## src/rtl/rs232_avs_responder.sv

```systemverilog
// rs232_avs_responder: Avalon-MM slave exposing the RS232 map with RX/TX byte FIFOs.
// Build option: define RS232_AVS_LOOPBACK_EN to route TX writes into the RX FIFO.
module rs232_avs_responder #(
  parameter int RX_DEPTH    = 16,
  parameter int TX_DEPTH    = 4,
  parameter int WAIT_CYCLES = 1
) (
  input  logic        avm_clk,
  input  logic        avm_rst_n,
  input  logic [4:0]  avs_address,
  input  logic        avs_read,
  input  logic        avs_write,
  input  logic [31:0] avs_writedata,
  output logic [31:0] avs_readdata,
  output logic        avs_waitrequest,
  input  logic        rx_byte_valid,
  input  logic [7:0]  rx_byte_data,
  output logic        rx_byte_ready,
  output logic        tx_byte_valid,
  output logic [7:0]  tx_byte_data,
  input  logic        tx_byte_ready
);

  localparam int RAW = $clog2(RX_DEPTH);
  localparam int TAW = $clog2(TX_DEPTH);

  localparam logic [1:0] S_IDLE = 2'd0;
  localparam logic [1:0] S_WAIT = 2'd1;
  localparam logic [1:0] S_ACK  = 2'd2;

  logic [1:0]  state_q, state_d;
  logic [3:0]  cnt_q, cnt_d;
  logic [31:0] rdata_q, rdata_d;
  logic        pop_q, pop_d;
  logic        push_q, push_d;
  logic [7:0]  wdata_q, wdata_d;

  logic [7:0]   rx_mem [RX_DEPTH];
  logic [RAW-1:0] rx_wp_q, rx_rp_q;
  logic [RAW:0]   rx_cnt_q;
  logic         rx_empty, rx_full;
  logic         rx_push, rx_pop;
  logic [7:0]   rx_wdata;

  logic bus_push, push_full;
  logic wr_tx, stall, go_ack;
  logic unused_ok;

  assign unused_ok = ^avs_writedata[31:8];

  assign rx_empty = (rx_cnt_q == '0);
  assign rx_full  = (rx_cnt_q == (RAW+1)'(RX_DEPTH));
  assign rx_pop   = (state_q == S_ACK) & pop_q;
  assign bus_push = (state_q == S_ACK) & push_q;

`ifdef RS232_AVS_LOOPBACK_EN
  logic unused_lb;
  assign unused_lb = tx_byte_ready | rx_byte_valid
                   | (^rx_byte_data);
  assign rx_byte_ready = 1'b0;
  assign rx_push       = bus_push;
  assign rx_wdata      = wdata_q;
  assign push_full     = rx_full;
  assign tx_byte_valid = 1'b0;
  assign tx_byte_data  = 8'h00;
`else
  logic [7:0]     tx_mem [TX_DEPTH];
  logic [TAW-1:0] tx_wp_q, tx_rp_q;
  logic [TAW:0]   tx_cnt_q;
  logic           tx_full, tx_pop;

  assign rx_byte_ready = avm_rst_n & ~rx_full;
  assign rx_push       = rx_byte_valid & rx_byte_ready;
  assign rx_wdata      = rx_byte_data;
  assign tx_full       = (tx_cnt_q == (TAW+1)'(TX_DEPTH));
  assign push_full     = tx_full;
  assign tx_byte_valid = (tx_cnt_q != '0);
  assign tx_byte_data  = tx_mem[tx_rp_q];
  assign tx_pop        = tx_byte_valid & tx_byte_ready;

  // TX FIFO pointers and occupancy
  always_ff @(posedge avm_clk) begin
    if (!avm_rst_n) begin
      tx_wp_q  <= '0;
      tx_rp_q  <= '0;
      tx_cnt_q <= '0;
    end else begin
      if (bus_push) tx_wp_q <= tx_wp_q + TAW'(1);
      if (tx_pop)   tx_rp_q <= tx_rp_q + TAW'(1);
      tx_cnt_q <= tx_cnt_q + (TAW+1)'(bus_push)
                           - (TAW+1)'(tx_pop);
    end
  end

  // TX FIFO storage
  always_ff @(posedge avm_clk) begin
    if (bus_push) tx_mem[tx_wp_q] <= wdata_q;
  end
`endif

  // RX FIFO pointers and occupancy
  always_ff @(posedge avm_clk) begin
    if (!avm_rst_n) begin
      rx_wp_q  <= '0;
      rx_rp_q  <= '0;
      rx_cnt_q <= '0;
    end else begin
      if (rx_push) rx_wp_q <= rx_wp_q + RAW'(1);
      if (rx_pop)  rx_rp_q <= rx_rp_q + RAW'(1);
      rx_cnt_q <= rx_cnt_q + (RAW+1)'(rx_push)
                           - (RAW+1)'(rx_pop);
    end
  end

  // RX FIFO storage
  always_ff @(posedge avm_clk) begin
    if (rx_push) rx_mem[rx_wp_q] <= rx_wdata;
  end

  // A TX write may only enter ACK once a slot is free
  assign wr_tx  = avs_write & ~avs_read & (avs_address == 5'h4);
  assign stall  = wr_tx & push_full;
  assign go_ack = ~stall & (avs_read | avs_write) &
                  (((state_q == S_IDLE) & (WAIT_CYCLES == 0)) |
                   ((state_q == S_WAIT) & (cnt_q == 4'd0)));

  // Next-state, wait counter and the snapshot taken entering ACK
  always_comb begin
    state_d = state_q;
    cnt_d   = cnt_q;
    rdata_d = rdata_q;
    pop_d   = pop_q;
    push_d  = push_q;
    wdata_d = wdata_q;
    unique case (state_q)
      S_IDLE: begin
        if (avs_read | avs_write) begin
          if (WAIT_CYCLES > 0) begin
            state_d = S_WAIT;
            cnt_d   = 4'(WAIT_CYCLES - 1);
          end else if (stall) begin
            state_d = S_WAIT;
            cnt_d   = 4'd0;
          end else begin
            state_d = S_ACK;
          end
        end
      end
      S_WAIT: begin
        if (cnt_q != 4'd0) cnt_d = cnt_q - 4'd1;
        else if (go_ack)   state_d = S_ACK;
      end
      default: state_d = S_IDLE;
    endcase
    if (go_ack) begin
      rdata_d = '0;
      pop_d   = 1'b0;
      push_d  = wr_tx;
      wdata_d = avs_writedata[7:0];
      if (avs_read) begin
        case (avs_address)
          5'h0: begin
            rdata_d[7:0] = rx_empty ? 8'h00 : rx_mem[rx_rp_q];
            pop_d        = ~rx_empty;
          end
          5'h8: begin
            rdata_d[7] = ~rx_empty;
            rdata_d[6] = ~push_full;
          end
          default: rdata_d = '0;
        endcase
      end
    end
  end

  // Control state registers
  always_ff @(posedge avm_clk) begin
    if (!avm_rst_n) begin
      state_q <= S_IDLE;
      cnt_q   <= '0;
      rdata_q <= '0;
      pop_q   <= 1'b0;
      push_q  <= 1'b0;
      wdata_q <= '0;
    end else begin
      state_q <= state_d;
      cnt_q   <= cnt_d;
      rdata_q <= rdata_d;
      pop_q   <= pop_d;
      push_q  <= push_d;
      wdata_q <= wdata_d;
    end
  end

  assign avs_readdata    = rdata_q;
  assign avs_waitrequest = ~((state_q == S_ACK) & avm_rst_n);

endmodule

```

## config.mk

```make
export PLATFORM = sky130hd
export DESIGN_NAME = rs232_avs_responder
export DESIGN_NICKNAME = d
export VERILOG_FILES = /design/src/rtl/rs232_avs_responder.sv
export SDC_FILE = /design/constraint.sdc
export NUM_CORES = 1
export LEC_CHECK = 0
export CAP_MARGIN = 20
export CORE_UTILIZATION = 35
export DETAILED_ROUTE_END_ITERATION = 10
export PLACE_DENSITY = 0.52
export SLEW_MARGIN = 20
export SYNTH_ARGS = -nofsm -noshare
export SYNTH_HDL_FRONTEND = slang
export SYNTH_SLANG_ARGS = --single-unit
```

## constraint.sdc

```tcl
create_clock -name avm_clk -period 2.9 [get_ports avm_clk]
set_input_delay 0.29 -clock avm_clk [delete_from_list [all_inputs] [get_ports avm_clk]]
set_output_delay 0.29 -clock avm_clk [all_outputs]
set_load 0.005 [all_outputs]
```

==> impl_metrics.csv, run 1 <==
group,metric,value,unit
floorplanning,initial_core_util,0.357,
detailed_routing,drcViolationCount,0,
timing,min_period,2540,ps
min_path,holdCritStartpoint,"avs_writedata[3]",
setup_path,r2r.worst_path.cells,15,
global_routing,first_global_vias,4854,
timing,finClkSkew,14.8,ps
cts,clock_tree.root_cell,"clkbuf_16",
place,dp_hpwl,11.3,mm
setup_path,critPathLaunchType,"flip-flop",
cts,cts_tree,"done",
cts,cts.clk_slew.worst_paths,60,ps
cells_and_area,drive_gt1_frac,0.141,
min_path,hold_path.class,"input port to flip-flop",
place,port_buffers,45,
timing,grt_setup_unrepaired,"no",
pwr,comb_power_share,0.118,
cells_and_area,final_util,0.421,
cts,clockBufferDepth,3,
yosys,yosys.area.top_type,"edfxtp_1",
setup_path,ff2ff_setup_slack,400,ps
global_routing,track_usage,0.139,
timing,worst_pin_slew,616,ps
timing,drv_slew,0,
detailed_routing,via_per_inst,4.70,
cts,cts_resized,0,
detailed_routing,routedWlPerCell,17.3,um
cts,cts.sinks,210,
global_routing,grt_max_degree,42,
place,place_area,9490,um^2
setup_path,r2r_end,"rx_cnt_q[4]",
floorplanning,fp-row-count,57,
floorplanning,coreArea,24200,um^2
setup_path,arrival,2250,ps
timing,clock.fmax,393,MHz
floorplanning,die_w,159,um
yosys,ys_top_cells_by_area,"edfxtp_1, dfxtp_1, mux4_2, mux2i_1, ha_1",
detailed_routing,wl_met3,686,um
detailed_routing,drt_iter0_markers,238,
setup_path,worst_ep_required_time,2610,ps
min_path,holdPathStages,3,
pwr,swShare,0.230,
floorplanning,die_y,159,um
pwr,finalPower,7140,uW
cts,htreeDepth,1,
min_path,hold-path-endpoint,"wdata_q[3]",
cells_and_area,fill_cells,2157,
cells_and_area,final_area,10200,um^2
cts,cts_setup_buffers,0,
yosys,synthFlopType,"edfxtp_1",
detailed_routing,wl_met1,7.26,mm
timing,setup-tns-final,0,ps
yosys,yosysTopAreaCellShare,0.555,
job,drv_cap,0,
cells_and_area,syn2layout_area_growth,18.0,%
pwr,peakVddDrop,0.000340,V
timing,max_slew_margin,0.588,
place,dp.cells,930,
setup_path,cp_max_fo,8,
pwr,p_per_area,699,nW/um^2
setup_path,path_class,"flip-flop to primary output",
setup_path,reg2reg_from,"rx_cnt_q[2]",
pwr,p_seq_frac,0.491,
yosys,yosysMostFrequentCell,"edfxtp_1",
detailed_routing,wl_met2,8.54,mm
cells_and_area,insertedDiodeCount,0,
setup_path,end_kind,"primary output",
detailed_routing,antenna_left,0,
timing,fin_crit_sh,0.877,
place,place_congestion,0.738,
yosys,synth_area,8650,um^2
global_routing,grt_first_pass_wirelength,27.2,mm
yosys,ys_types,48,
yosys,yosysWarnings,0,
yosys,async_flop_share,0,
detailed_routing,drt-total-wl,16.8,mm
pwr,power_switching,1640,uW
pwr,power.share.clock,0.391,
yosys,synth_common_cells,"edfxtp_1, dfxtp_1, mux2i_1, mux4_2, buf_4",
pwr,leakagePower,0.00347,uW
cells_and_area,nets,701,
pwr,power.internal,5490,uW
detailed_routing,top_layer,"met4",
timing,setup_viol,0,
yosys,synth_seq_cells,210,
status,outcome,"finished, final reports clean",
cts,clk_latency,510,ps
cts,hold_buffers,0,
timing,hold_viol,0,
cells_and_area,final_cells,970,
yosys,netlist_instances,560,
floorplanning,ioPinCount,94,
global_routing,grt_antenna_before_repair,0,
yosys,yosysSeqAreaShare,0.671,
cts,cts_buffers,22,
detailed_routing,drt-pass1-iter-count,4,
detailed_routing,vias,4555,
yosys,avgSynthCellArea,15.5,um^2
floorplanning,dieArea,25400,um^2
yosys,synth_edf_count,160,
global_routing,overflow,0,
worst max path at each step:
| stage | cells after the start | endpoint |
|---|---|---|
| floorplan | 16 | rx_cnt_q[4] |
| global placement | 13 | rx_cnt_q[4] |
| detailed placement | 13 | rx_cnt_q[4] |
| CTS | 2 | tx_byte_data[6] |
| global route | 15 | rx_cnt_q[4] |
| finish | 2 | tx_byte_data[6] |
state kept, by name, summed over array words and instances (netlist names), named ones only:
register and flops:
rx_rp_q 4, wdata_q 8, tx_mem 32, rx_mem 128, avs_readdata 8, state_q 2, push_q 1, cnt_q 4
pop_q 1, rx_cnt_q 5, tx_rp_q 2, tx_cnt_q 3, tx_wp_q 2, rx_wp_q 4
kinds of logic (layout without fill, tap and decap cells):
| family | count (synthesis) | in the layout | synth area share |
|---|---|---|---|
| other | 1 | 24 | 0.000433 |
| DFF | 210 | 210 | 0.671 |
| buffers and inverters | 70 | 133 | 0.0468 |
| and+or+nand+nor | 130 | 130 | 0.0817 |
| muxes | 65 | 65 | 0.114 |
| xor gates and xnor gates | 17 | 17 | 0.0172 |
| adders and majority gates | 20 | 20 | 0.0307 |
| AOI/OAI and AO/OA | 47 | 47 | 0.0379 |
cells in the final DEF (no fill, tap or decap), types with 4 or more instances in the layout:
cell,n
clkdlybuf4s50_1,45
xnor2_1,12
mux2i_1,37
nor3_1,8
nor2b_1,18
a21oi_1,6
xor2_1,5
conb_1,24
clkinv_1,5
nand2b_1,6
o21ai_0,11
ha_1,18
inv_1,20
a22oi_1,10
and2_1,20
a22o_1,7
clkbuf_16,22
nand3_1,7
dfxtp_1,49
and3_1,5
nand2_1,24
nor2_1,23
edfxtp_1,160
mux4_2,27
nand4_1,4
buf_4,27
power by group through the flow:
stage          clock network, uW  registers (uW)  logic [uW]
2_1_floorplan                  0            3510         634
6_report                    2790            3510         840
3_5_place_dp                   0            3580         851
4_1_cts                     2870            3510         857
3_3_place_gp                   0            3560         826
5_1_grt                     3010            3530         944
worst max-delay path: stages, from the launching register on:
cell and delay [ps]:
dfxtp_1 690, mux4_2 580, clkdlybuf4s50_1 480
metrics by stage:
step	setup slack, ps	hold WS, ps
3_5_place_dp	284	471
4_1_cts	258	388
3_3_place_gp	313	466
2_1_floorplan	296	389
5_1_grt	214	410
6_report	357	401
per-layer routing:
layer / track usage / up-vias
li1: - / 2176
met1: 0.168 / 2269
met2: 0.250 / 85
met3: 0.0276 / 25
met4: 0.0402 / 0
met5: 0 / -
cell type report:
| cell class | count | area [um^2] | share of cell area |
|---|---|---|---|
| Sequential cell | 210 | 5810 | 0.569 |
| Tap cell | 324 | 405 | 0.0397 |
| Multi-Input combinational cell | 303 | 2530 | 0.248 |
| Clock inverter | 15 | 163 | 0.0159 |
| Inverter | 20 | 75.1 | 0.00735 |
| Timing Repair Buffer | 73 | 673 | 0.0659 |
| Clock buffer | 25 | 562 | 0.0550 |
No activity file was read; power rests on OpenSTA's default activity.
==> inputs of run 2 (changes only) <==
- PLACE_DENSITY: 0.52 -> default
- PLACE_DENSITY_LB_ADDON: default -> 0.15
==> run 2 against run 1 <==
- clock skew shrank 2.8 ps
- non-clock buffer count decreased by 3
- clock-buffer cell count grew 9
- combinational power rose by 1%
- critical path depth increased by 13
- critical path type is now flip-flop to flip-flop
- highest routed layer unchanged
- cell count fell by 0.10%
- routed wire length increased by 3.8%
- die area unchanged
- global-route usage up 0.26 points
- clock power about the same
==> impl_metrics.csv, run 2 (synthesized netlist as in run 1, its figures left out) <==
group,metric,value,unit
global_routing,grt_max_degree,42,
job,drv_cap,0,
place,dp_hpwl,11.6,mm
floorplanning,die_y,159,um
place,dp.cells,927,
timing,finClkSkew,12.1,ps
cts,cts.clk_slew.worst_paths,60,ps
pwr,power.internal,5490,uW
detailed_routing,vias,4593,
setup_path,cp_max_fo,2,
cells_and_area,nets,699,
cts,clockBufferDepth,3,
cts,clk_latency,500,ps
min_path,hold_path.class,"input port to flip-flop",
setup_path,cp_cell_sequence,"inv_1 -> ha_1 -> nand2_1 -> o311a_1 -> inv_1 -> ha_1 -> inv_1 -> ha_1 -> inv_1 -> fa_1 -> inv_1 -> a21oi_1 -> nor2_1 -> or3_1 -> and3_1",
cts,cts_setup_buffers,0,
timing,grt_setup_unrepaired,"no",
cells_and_area,final_util,0.420,
pwr,p_per_area,701,nW/um^2
cells_and_area,reg_top3,"rx_mem x128, tx_mem x32",
cts,hold_buffers,0,
pwr,power.share.clock,0.389,
timing,drv_slew,0,
floorplanning,ioPinCount,94,
setup_path,crit_top_cell,"inv_1",
timing,max_slew_margin,0.538,
detailed_routing,drt_iter0_markers,280,
cells_and_area,final_common_cell,"edfxtp_1",
setup_path,path_class,"flip-flop to flip-flop",
global_routing,grt_antenna_before_repair,0,
floorplanning,fp-row-count,57,
global_routing,track_usage,0.142,
cts,clock_tree.root_cell,"clkbuf_16",
timing,hold_viol,0,
pwr,comb_power_share,0.119,
timing,setup_viol,0,
cells_and_area,regMostFlops,"rx_mem",
global_routing,overflow,0,
setup_path,slowest_delay,350,ps
pwr,p_seq_frac,0.492,
cts,htreeDepth,1,
setup_path,slowest_stage,"dfxtp_1",
timing,clock.fmax,385,MHz
pwr,power_switching,1650,uW
setup_path,end_kind,"flip-flop",
global_routing,grt_first_pass_wirelength,27.7,mm
timing,whs,402,ps
pwr,leakagePower,0.00346,uW
floorplanning,die_w,159,um
detailed_routing,drt-total-wl,17.4,mm
status,outcome,"finished, final reports clean",
detailed_routing,drcViolationCount,0,
pwr,swShare,0.231,
timing,fin_crit_sh,0.897,
place,place_congestion,0.731,
setup_path,cp.buffers_inverters,5,
setup_path,arrival,2990,ps
cts,cts_resized,0,
detailed_routing,drt-pass1-iter-count,4,
cells_and_area,syn2layout_area_growth,17.7,%
pwr,peakVddDrop,0.000310,V
detailed_routing,antenna_left,0,
detailed_routing,via_per_inst,4.74,
setup_path,critPathTopFamily,"adder cells",
cells_and_area,drive_gt1_frac,0.140,
cells_and_area,largest_reg_flops,128,
cts,cts_tree,"done",
cells_and_area,mostFrequentLayoutCells,"edfxtp_1, dfxtp_1, clkdlybuf4s50_1",
cts,cts_buffers,23,
timing,min_period,2600,ps
global_routing,first_global_vias,4900,
floorplanning,coreArea,24200,um^2
cells_and_area,insertedDiodeCount,0,
detailed_routing,routedWlPerCell,18.0,um
timing,worst_pin_slew,684,ps
setup_path,critPathLaunchType,"flip-flop",
cells_and_area,final_area,10200,um^2
place,port_buffers,45,
floorplanning,dieArea,25400,um^2
timing,setup-tns-final,0,ps
setup_path,worst_ep_required_time,3290,ps
cts,cts.sinks,210,
floorplanning,initial_core_util,0.357,
cells_and_area,final_cells,969,
place,place_area,9450,um^2
==> run 2: final timing paths <==
| check | startpoint | to | slack (ps) | depth (start not counted) |
|---|---|---|---|---|
| setup reg to reg | rx_cnt_q[2] | rx_cnt_q[4] | 300 | 15 |
| setup / recovery | rx_cnt_q[2] | rx_cnt_q[4] | 300 | 15 |
| hold / removal | avs_writedata[3] | wdata_q[3] | 400 | 3 |
| hold reg to reg | avs_readdata[3] | avs_readdata[3] | 480 | 1 |
==> run 2: metrics by stage <==
step / setup slack (ps) / power, uW
finish: 299 / 7140
global placement: 327 / 4400
detailed placement: 219 / 4440
floorplan: 296 / 4140
global route: 154 / 7490
CTS: 288 / 7260
==> run 2: metal layers <==
metal / GRT usage / wire length (um) / vias up / part of all wire
met3: 0.0250 / 608 / 22 / 0.035
li1: - / - / 2171 / -
met4: 0.0367 / 262 / 0 / 0.015
met2: 0.250 / 8850 / 74 / 0.51
met5: 0 / 0 / - / 0
met1: 0.179 / 7730 / 2326 / 0.44
==> run 2: cell type report <==
class                           count  area (um^2)
Sequential cell                   210         5810
Timing Repair Buffer               70          638
Inverter                           20         75.1
Multi-Input combinational cell    303         2530
Clock inverter                      8         73.8
Clock buffer                       34          657
Tap cell                          324          405
Fill cell                        2215        14100
==> run 2: power groups by stage <==
stage / combinational, uW / clock, uW / sequential [uW]
after floorplan: 634 / 0 / 3510
after global placement: 828 / 0 / 3570
after detailed placement: 861 / 0 / 3580
after CTS: 864 / 2880 / 3510
after global routing: 949 / 3000 / 3530
final: 850 / 2780 / 3510
==> run 2: worst min-delay path: cells and delay by family <==
family | cells | cell delay [ps]
buffers and inverters | 1 | 400
muxes | 1 | 120
and+or+nand+nor | 1 | 50
==> inputs of run 3 (changes only) <==
- clock period: 2.9 -> 2.1 ns (I/O delays scaled with it)
==> run 3 against run 2 <==
- the flow now finishes with violations (setup timing)
- maximum frequency up 13%
- clock power increased by 48%
- routed wire length up 4.7%
- via count grew 4.8%
- clock-buffer cell count fell by 6
- global-route usage rose by 0.52 points
- critical path depth stayed put
- total power up 47%
==> impl_metrics.csv, run 3 (synthesized netlist as in run 1, its figures left out) <==
group,metric,value,unit
place,place_area,9860,um^2
timing,min_period,2290,ps
place,place_ws,-391,ps
cells_and_area,largest_reg_flops,128,
detailed_routing,drt-pass1-iter-count,4,
cells_and_area,final_area,10800,um^2
detailed_routing,drt-total-wl,18.3,mm
cts,cts_tree,"done",
timing,worst_pin_slew,680,ps
min_path,holdCritStartpoint,"avs_writedata[6]",
timing,max_slew_margin,0.545,
status,outcome,"complete, but fails checks",
detailed_routing,routedWlPerCell,17.8,um
min_path,hold_path.class,"input port to flip-flop",
place,place_congestion,0.773,
cts,cts.clk_slew.worst_paths,50,ps
global_routing,track_usage,0.147,
status,violations,"setup timing",
cells_and_area,drive_gt1_frac,0.244,
setup_path,critPathLaunchType,"flip-flop",
timing,clock.fmax,436,MHz
cts,hold_buffers,0,
detailed_routing,antenna_left,0,
timing,hold_viol,0,
cells_and_area,insertedDiodeCount,0,
global_routing,first_global_vias,4951,
global_routing,overflow,0,
cells_and_area,final_common_cell,"edfxtp_1",
cells_and_area,final_util,0.446,
floorplanning,die_w,159,um
timing,setup-tns-final,-383,ps
cts,clockBufferDepth,3,
setup_path,worst_ep_required_time,2490,ps
setup_path,crit_top_cell,"ha_4",
setup_path,arrival,2690,ps
timing,grt_setup_unrepaired,"yes",
pwr,leakagePower,0.00381,uW
place,port_buffers,45,
global_routing,grt_max_degree,42,
cts,clock_tree.root_cell,"clkbuf_16",
cells_and_area,regMostFlops,"rx_mem",
floorplanning,initial_core_util,0.357,
detailed_routing,vias,4815,
global_routing,grt_antenna_before_repair,0,
floorplanning,coreArea,24200,um^2
job,drv_cap,0,
timing,setup_viol,2,
detailed_routing,drcViolationCount,0,
floorplanning,die_y,159,um
floorplanning,fp-row-count,57,
cts,clk_latency,510,ps
setup_path,slowest_delay,330,ps
detailed_routing,via_per_inst,4.70,
setup_path,cp_cell_sequence,"inv_2 -> ha_4 -> nand2_4 -> o311a_4 -> inv_4 -> ha_4 -> inv_4 -> ha_4 -> inv_2 -> fa_2 -> inv_1 -> a21oi_2 -> nor2_1 -> or3_1 -> and3_1",
cells_and_area,mostFrequentLayoutCells,"edfxtp_1, buf_4, dfxtp_1",
pwr,p_per_area,972,nW/um^2
setup_path,crit_start,"rx_cnt_q[3]",
setup_path,cp_max_fo,2,
setup_path,reg2reg_from,"rx_cnt_q[3]",
timing,drv_slew,0,
cells_and_area,syn2layout_area_growth,24.9,%
cts,cts.sinks,210,
setup_path,end_kind,"flip-flop",
cells_and_area,reg_top3,"rx_mem x128, tx_mem x32",
floorplanning,dieArea,25400,um^2
timing,fin_crit_sh,1.09,
detailed_routing,drt_iter0_markers,211,
pwr,finalPower,10500,uW
cts,cts_buffers,24,
pwr,peakVddDrop,0.000604,V
cells_and_area,fill_cells,2181,
setup_path,slowest_stage,"or3_1",
place,dp_hpwl,12.1,mm
global_routing,grt_first_pass_wirelength,28.4,mm
floorplanning,ioPinCount,94,
timing,layout_setup_ws,-192,ps
timing,finClkSkew,14.3,ps
setup_path,path_class,"flip-flop to flip-flop",
cts,htreeDepth,1,
cells_and_area,nets,754,
run 3: repair_timing:
action / 4_1_cts / 5_1_grt
setup buffers: 8 / 5
endpoints found under the setup margin: 13 / 11
resized for setup: 15 / 9
endpoints found under the hold margin: 0 / 0
gates cloned: 0 / 0
pin swaps: 4 / 5
run 3: report_power, final:
part	switching (uW)	internal [uW]	leakage, uW
Clock	1580	2530	0.000394
Combinational	687	923	0.00156
Sequential	125	4660	0.00186
run 3: final timing paths:
kind                                         to  slack [ps]  cells past startpoint
worst max register to register      rx_cnt_q[4]        -190                     15
worst max-delay path                rx_cnt_q[4]        -190                     15
worst min-delay path                 wdata_q[6]         320                      3
worst min register to register  avs_readdata[0]         480                      1
run 3: final cells by class:
class	instances	area, um^2	share of cell area
clock buffers	28	637	0.0589
clock inverters	16	154	0.0142
inverters	20	80.1	0.00741
multi-input cells	303	2630	0.244
flip-flops and latches	210	5810	0.538
well taps	324	405	0.0375
repair buffers	124	1090	0.101
run 3: routing by layer:
layer	vias up	part of all wire	GRT usage
li1	2284	-	-
met1	2380	0.45	0.196
met2	117	0.48	0.244
met3	34	0.048	0.0258
met4	0	0.024	0.0446
met5	-	0	0
run 3: worst max-delay path, delay by kind of cell, from the launching register on:
family	cells	cell delay, ps
flip-flops	1	320
adder cells (fa/ha/maj)	4	590
AND/OR/NAND/NOR	4	600
buffers and inverters	5	260
AO/OA/AOI/OAI	2	420
run 3: stage by stage:
step	instances	hold slack (ps)
after global placement	968	465
after CTS	1020	304
after floorplan	583	309
after global routing	1025	311
final	1025	323
after detailed placement	968	465
